### src/rtl/my_mod_pkg.sv
// Shared definitions for the windowed sample statistics unit.
//   DATA_W  sample width
//   CNT_W   window counter width
//   state_t window FSM states
//   acc_w() sum width that cannot overflow for a given scale/window size
package my_mod_pkg;
  localparam int DATA_W = 9;
  localparam int CNT_W  = 8;

  typedef enum logic {IDLE, ACCUM} state_t;

  function automatic int acc_w(input int x, input int y);
    return DATA_W + x + $clog2(y + 1);
  endfunction
endpackage

### src/rtl/my_mod_minmax.sv
// Running unsigned min/max tracker with clear.
//   clk, rst  clock and synchronous active-high reset
//   clr       return trackers to their empty values (min=1FF, max=0)
//   en, d     sample strobe and sample value
//   min_nxt   min including the current sample (combinational)
//   max_nxt   max including the current sample (combinational)
module my_mod_minmax
  import my_mod_pkg::*;
(
  input  logic              clk,
  input  logic              rst,
  input  logic              clr,
  input  logic              en,
  input  logic [DATA_W-1:0] d,
  output logic [DATA_W-1:0] min_nxt,
  output logic [DATA_W-1:0] max_nxt
);
  logic [DATA_W-1:0] min_q, max_q;

  always_comb begin
    min_nxt = min_q;
    max_nxt = max_q;
    if (en) begin
      if (d < min_q) min_nxt = d;
      if (d > max_q) max_nxt = d;
    end
  end

  // A clear in the same cycle as a sample wins: that sample was already
  // folded into the emitted result through min_nxt/max_nxt.
  always_ff @(posedge clk) begin
    if (rst || clr) begin
      min_q <= '1;
      max_q <= '0;
    end else begin
      min_q <= min_nxt;
      max_q <= max_nxt;
    end
  end
endmodule

### src/rtl/my_mod.sv
// Windowed sample statistics unit.
// Accumulates scaled sum, min, max and parity over Y samples (or until a
// flush) and presents the results with a one-cycle done pulse.
//   clk, rst   clock, synchronous active-high reset
//   foo        9-bit sample, foo_valid strobe (no backpressure)
//   flush      close the current window early
//   sum_out    sum of (sample << X); min_out/max_out unsigned extremes
//   par_out    XOR of all sample bits; count_out samples in window
//   done       one-cycle pulse when outputs are updated
module my_mod
  import my_mod_pkg::*;
#(
  parameter  int X     = 1,
  parameter  int Y     = 2,
  localparam int ACC_W = acc_w(X, Y)
) (
  input  logic              clk,
  input  logic              rst,
  input  logic [DATA_W-1:0] foo,
  input  logic              foo_valid,
  input  logic              flush,
  output logic [ACC_W-1:0]  sum_out,
  output logic [DATA_W-1:0] min_out,
  output logic [DATA_W-1:0] max_out,
  output logic              par_out,
  output logic [CNT_W-1:0]  count_out,
  output logic              done
);
  state_t             state;
  logic [ACC_W-1:0]   acc, acc_nxt;
  logic               par, par_nxt;
  logic [CNT_W-1:0]   cnt;
  logic [CNT_W:0]     cnt_nxt;
  logic               close;
  logic [DATA_W-1:0]  min_nxt, max_nxt;

  my_mod_minmax u_minmax (
    .clk     (clk),
    .rst     (rst),
    .clr     (close),
    .en      (foo_valid),
    .d       (foo),
    .min_nxt (min_nxt),
    .max_nxt (max_nxt)
  );

  // Window values including this cycle's sample, used both to advance the
  // accumulators and to load the result registers on a closing cycle.
  always_comb begin
    acc_nxt = acc;
    par_nxt = par;
    cnt_nxt = {1'b0, cnt};
    if (foo_valid) begin
      acc_nxt = acc + (ACC_W'(foo) << X);
      par_nxt = par ^ (^foo);
      cnt_nxt = {1'b0, cnt} + 1'b1;
    end
    // Flush only closes a non-empty window; a same-cycle sample counts.
    close = (foo_valid && (cnt_nxt == (CNT_W+1)'(Y))) ||
            (flush && ((state == ACCUM) || foo_valid));
  end

  always_ff @(posedge clk) begin
    if (rst) begin
      state     <= IDLE;
      acc       <= '0;
      par       <= 1'b0;
      cnt       <= '0;
      sum_out   <= '0;
      min_out   <= '0;
      max_out   <= '0;
      par_out   <= 1'b0;
      count_out <= '0;
      done      <= 1'b0;
    end else begin
      done <= close;
      if (close) begin
        sum_out   <= acc_nxt;
        min_out   <= min_nxt;
        max_out   <= max_nxt;
        par_out   <= par_nxt;
        count_out <= cnt_nxt[CNT_W-1:0];
        acc       <= '0;
        par       <= 1'b0;
        cnt       <= '0;
        state     <= IDLE;
      end else begin
        acc <= acc_nxt;
        par <= par_nxt;
        cnt <= cnt_nxt[CNT_W-1:0];
        if (foo_valid) state <= ACCUM;
      end
    end
  end
endmodule

### config.mk
export PLATFORM = sky130hd
export DESIGN_NAME = my_mod
export DESIGN_NICKNAME = d
export VERILOG_FILES = /design/src/rtl/my_mod_pkg.sv /design/src/rtl/my_mod_minmax.sv /design/src/rtl/my_mod.sv
export SDC_FILE = /design/constraint.sdc
export NUM_CORES = 1
export LEC_CHECK = 0
export BUFFER_PORTS_ARGS = -buffer_cell sky130_fd_sc_hd__buf_4
export CAP_MARGIN = 5
export CORE_MARGIN = 4
export CORE_UTILIZATION = 45
export DETAILED_ROUTE_END_ITERATION = 8
export PLACE_DENSITY_LB_ADDON = 0.15
export SYNTH_ARGS = -nofsm -noshare
export SYNTH_HDL_FRONTEND = slang
export SYNTH_SLANG_ARGS = --single-unit
export TNS_END_PERCENT = 10
### constraint.sdc
create_clock -name clk -period 2 [get_ports clk]
set_input_delay 0.4 -clock clk [delete_from_list [all_inputs] [get_ports clk]]
set_output_delay 0.4 -clock clk [all_outputs]
set_load 0.01 [all_outputs]
==> results.sh <==
export IMPL_status="complete, but fails checks"
export IMPL_violations="negative setup slack"
export IMPL_holdBufCountCts=0
export IMPL_yosysWarningCount=0
export IMPL_ys_flop_type="dfxtp_1"
export IMPL_fmax_ghz=0.4797
export IMPL_synth_area_mm2=0.003752
export IMPL_synth_cells=408
export IMPL_switching_share_pct=27.14
export IMPL_slowest_stage="or4_4"
export IMPL_rsz0062_at_grt="yes"
export IMPL_place_ws_ns=-0.2866
export IMPL_io_buffers=51
export IMPL_grt_start_max_net_pins=42
export IMPL_num_nets_final=547
export IMPL_synth_edff_count=0
export IMPL_irDropWorstVdd_uv=376.0
export IMPL_root_buffer="clkbuf_8"
export IMPL_synth_adder_area_share_pct=9.537
export IMPL_fp_row_count=33
export IMPL_multi_input_area_mm2=0.002137
export IMPL_synth_seq_area_share_pct=41.61
export IMPL_initial_core_util_pct=45.90
export IMPL_crit_arrival_ns=2.34
export IMPL_min_period_ns=2.085
export IMPL_pwr_share_clk_pct=34.6
export IMPL_power_switching_mw=1.132
export IMPL_die_area_mm2=0.009863
export IMPL_grt_overflow=0
export IMPL_wl_mm=9.479
export IMPL_syn_to_final_growth_pct=38.08
export IMPL_pwr_share_seq_pct=41.5
export IMPL_max_stage_delay_ns=0.41
export IMPL_grt_usage_pct=19.26
export IMPL_slew_viol_final=0
export IMPL_final_cell_mix="buf_4, dfxtp_1, nor2_1, a211oi_1, ha_1"
export IMPL_clk_pin_slew_ns=0.08
export IMPL_synth_top_family_by_area="simple AND/OR/NAND/NOR gates"
export IMPL_drc=0
export IMPL_p_comb_share_pct=23.8
export IMPL_grt_pass1_vias=3097
export IMPL_final_common_cell="buf_4"
export IMPL_async_flop_share_pct=0
export IMPL_required_ns=2.26
export IMPL_dpl_hpwl_mm=6.574
export IMPL_cap_violations=0
export IMPL_drive_gt1_share_pct=31.96
export IMPL_viasPerCell=5.270
export IMPL_yosys_area_share_simple_pct=15.01
export IMPL_fin_skew_ns=0.006704
export IMPL_postRouteAntennaNets=0
export IMPL_clk_latency_ns=0.34
export IMPL_total_leakage_power_nw=2.308
export IMPL_synth_nets=449
export IMPL_core_region_area_mm2=0.008175
export IMPL_worst_pin_slew_ns=0.5400
export IMPL_synth_distinct_cells=50
export IMPL_fin_crit_sh_pct=104.2
export IMPL_cts_sinks=78
export IMPL_worst_slew_margin_rel_pct=64.00
export IMPL_fin_cells=615
export IMPL_worstSetupPathType="reg2reg"
export IMPL_regArea_mm2=0.001564
export IMPL_crit_chain="ha_4 > and4_4 > or4_4 > nand3_2 > a32o_2 > clkbuf_16 > clkbuf_16 > nor2_1 > a211oi_1"
export IMPL_first_pass_iters=4
export IMPL_finalHoldViolations=0
export IMPL_setup_ws_ns=-0.08450
export IMPL_place_inst=589
export IMPL_die_y_um=99.32
export IMPL_vias=3241
export IMPL_avgRoutedWirePerCell_um=15.41
export IMPL_fillers=652
export IMPL_min_path_type="in2reg"
export IMPL_clockBufferDepth=2
export IMPL_die_w_um=99.32
export IMPL_synth_mux_area_share_pct=6.936
export IMPL_p_int_mw=3.040
export IMPL_fin_util_pct=63.38
export IMPL_path_common_cell="clkbuf_16"
export IMPL_critical_path_peak_fanout=7
export IMPL_n_antenna_cell=0
export IMPL_io_pins=53
export IMPL_syn_area_per_cell_um2=9.197
export IMPL_grt_pass1_wl_mm=15.19
export IMPL_critPathLaunchType="register"
export IMPL_place_congestion=0.7983
export IMPL_synth_xor_area_share_pct=5.969
export IMPL_synth_seq_cells=78
export IMPL_cp_end_kind="register"
export IMPL_setup_viol=68
export IMPL_powerDensity_mw_per_mm2=805.3
export IMPL_grt_antenna_before_repair=0
export IMPL_synth_compound_area_share_pct=14.97
export IMPL_drt_iter0_markers=112
export IMPL_cts_tree="yes"
export IMPL_cts_buffers=9
export IMPL_h_tree_depth=3
## routing by layer
metal	wire length, um	global-route usage [%]	part of all wire [%]	vias to the layer above
li1	-	-	-	1616
met5	0	0	0	-
met3	349	3.436	3.7	12
met4	120	6.933	1.3	0
met1	4547	25.64	48	1562
met2	4461	31.35	47	51
## logic make-up after synthesis
group                      after synthesis
buffers and inverters                   44
xor gates and xnor gates                24
muxes                                   26
adders and majority gates               28
DFF                                     78
other                                    1
AOI/OAI and AO/OA                       81
and+or+nand+nor                        126
## registers in the layout, indices dropped and copies added, names as in the netlist
| register | cells |
|---|---|
| u_minmax.min_q | 9 |
| count_out | 8 |
| u_minmax.max_q | 9 |
| sum_out | 11 |
| state | 1 |
| par | 1 |
| acc | 11 |
| cnt | 8 |
| min_out | 9 |
| par_out | 1 |
| max_out | 9 |
| done | 1 |
## stage by stage
step | power [mW] | hold slack, ns | TNS [ns] | area [um2]
floorplan | 2.276 | 0.4607 | -0.1516 | 3787
global placement | 2.589 | 0.4864 | -5.275 | 4537
detailed placement | 2.608 | 0.4917 | -7.616 | 4537
CTS | 4.108 | 0.3796 | -2.458 | 4922
global route | 4.369 | 0.3938 | -8.496 | 5181
finish | 4.173 | 0.3980 | -2.651 | 5181
## Yosys cell counts, types with 2 or more instances
cell type  instances  area [um2]
dfxtp_1           78        1562
nor2_1            76       285.3
a211oi_1          35       262.8
ha_1              27       337.8
mux2i_1           26       260.3
inv_1             20       75.07
nand2_1           18       67.56
a21oi_1           16       80.08
xnor2_1           16       140.1
o21ai_0            8       40.04
buf_4              7       52.55
clkbuf_1           7       26.28
nand3_1            7       35.03
xor2_1             7       61.31
and3_1             5       31.28
buf_2              5       25.02
a21o_1             3       22.52
buf_6              3       33.78
a211oi_2           2       25.02
a21boi_0           2       15.01
a31oi_1            2       12.51
and2_1             2       12.51
and4_1             2       17.52
buf_1              2       7.510
nand4_1            2       12.51
nand4b_1           2       17.52
nor2b_1            2       12.51
nor3_1             2       10.01
o21a_1             2       15.01
o221ai_1           2       17.52
## path summary, 6_finish.rpt
kind                   startpoint                      endpoint  depth (start not counted)  slack (ns)
max             cnt[1]$_SDFF_PP0_     count_out[7]$_SDFFE_PP0P_                          9       -0.08
min reg2reg  par_out$_SDFFE_PP0P_          par_out$_SDFFE_PP0P_                          2        0.50
min                        foo[2]  u_minmax.min_q[2]$_SDFF_PP1_                          3        0.40
max reg2reg     cnt[1]$_SDFF_PP0_     count_out[7]$_SDFFE_PP0P_                          9       -0.08
## layout make-up
| cell class | instances | area share [%] |
|---|---|---|
| multi-input cells | 286 | 41.25 |
| flip-flops and latches | 78 | 30.19 |
| repair buffers | 111 | 19.87 |
| clock buffers | 10 | 2.656 |
| well taps | 105 | 2.536 |
| clock inverters | 5 | 2.053 |
| inverters | 20 | 1.449 |
## critical path, delay by kind of cell, from the launching register on
family | cells | cell delay, ns
DFF | 1 | 0.35
AOI/OAI and AO/OA | 2 | 0.44
adders and majority gates | 1 | 0.16
buffers and inverters | 2 | 0.33
and+or+nand+nor | 4 | 0.72
## power groups by stage
stage | Combinational [mW] | Sequential (mW) | Clock, mW
floorplan | 0.488 | 1.79 | 0
global placement | 0.825 | 1.76 | 0
detailed placement | 0.841 | 1.77 | 0
CTS | 0.903 | 1.73 | 1.47
global route | 1.09 | 1.75 | 1.53
finish | 0.994 | 1.73 | 1.45
## what timing repair did
| action | CTS | global route |
|---|---|---|
| pin swaps | 11 | 7 |
| setup buffers | 3 | 2 |
| gates cloned | 1 | 5 |
| endpoints found under the setup margin | 62 | 77 |
| gates resized for setup | 17 | 29 |
(Power assumes the default switching activity.)
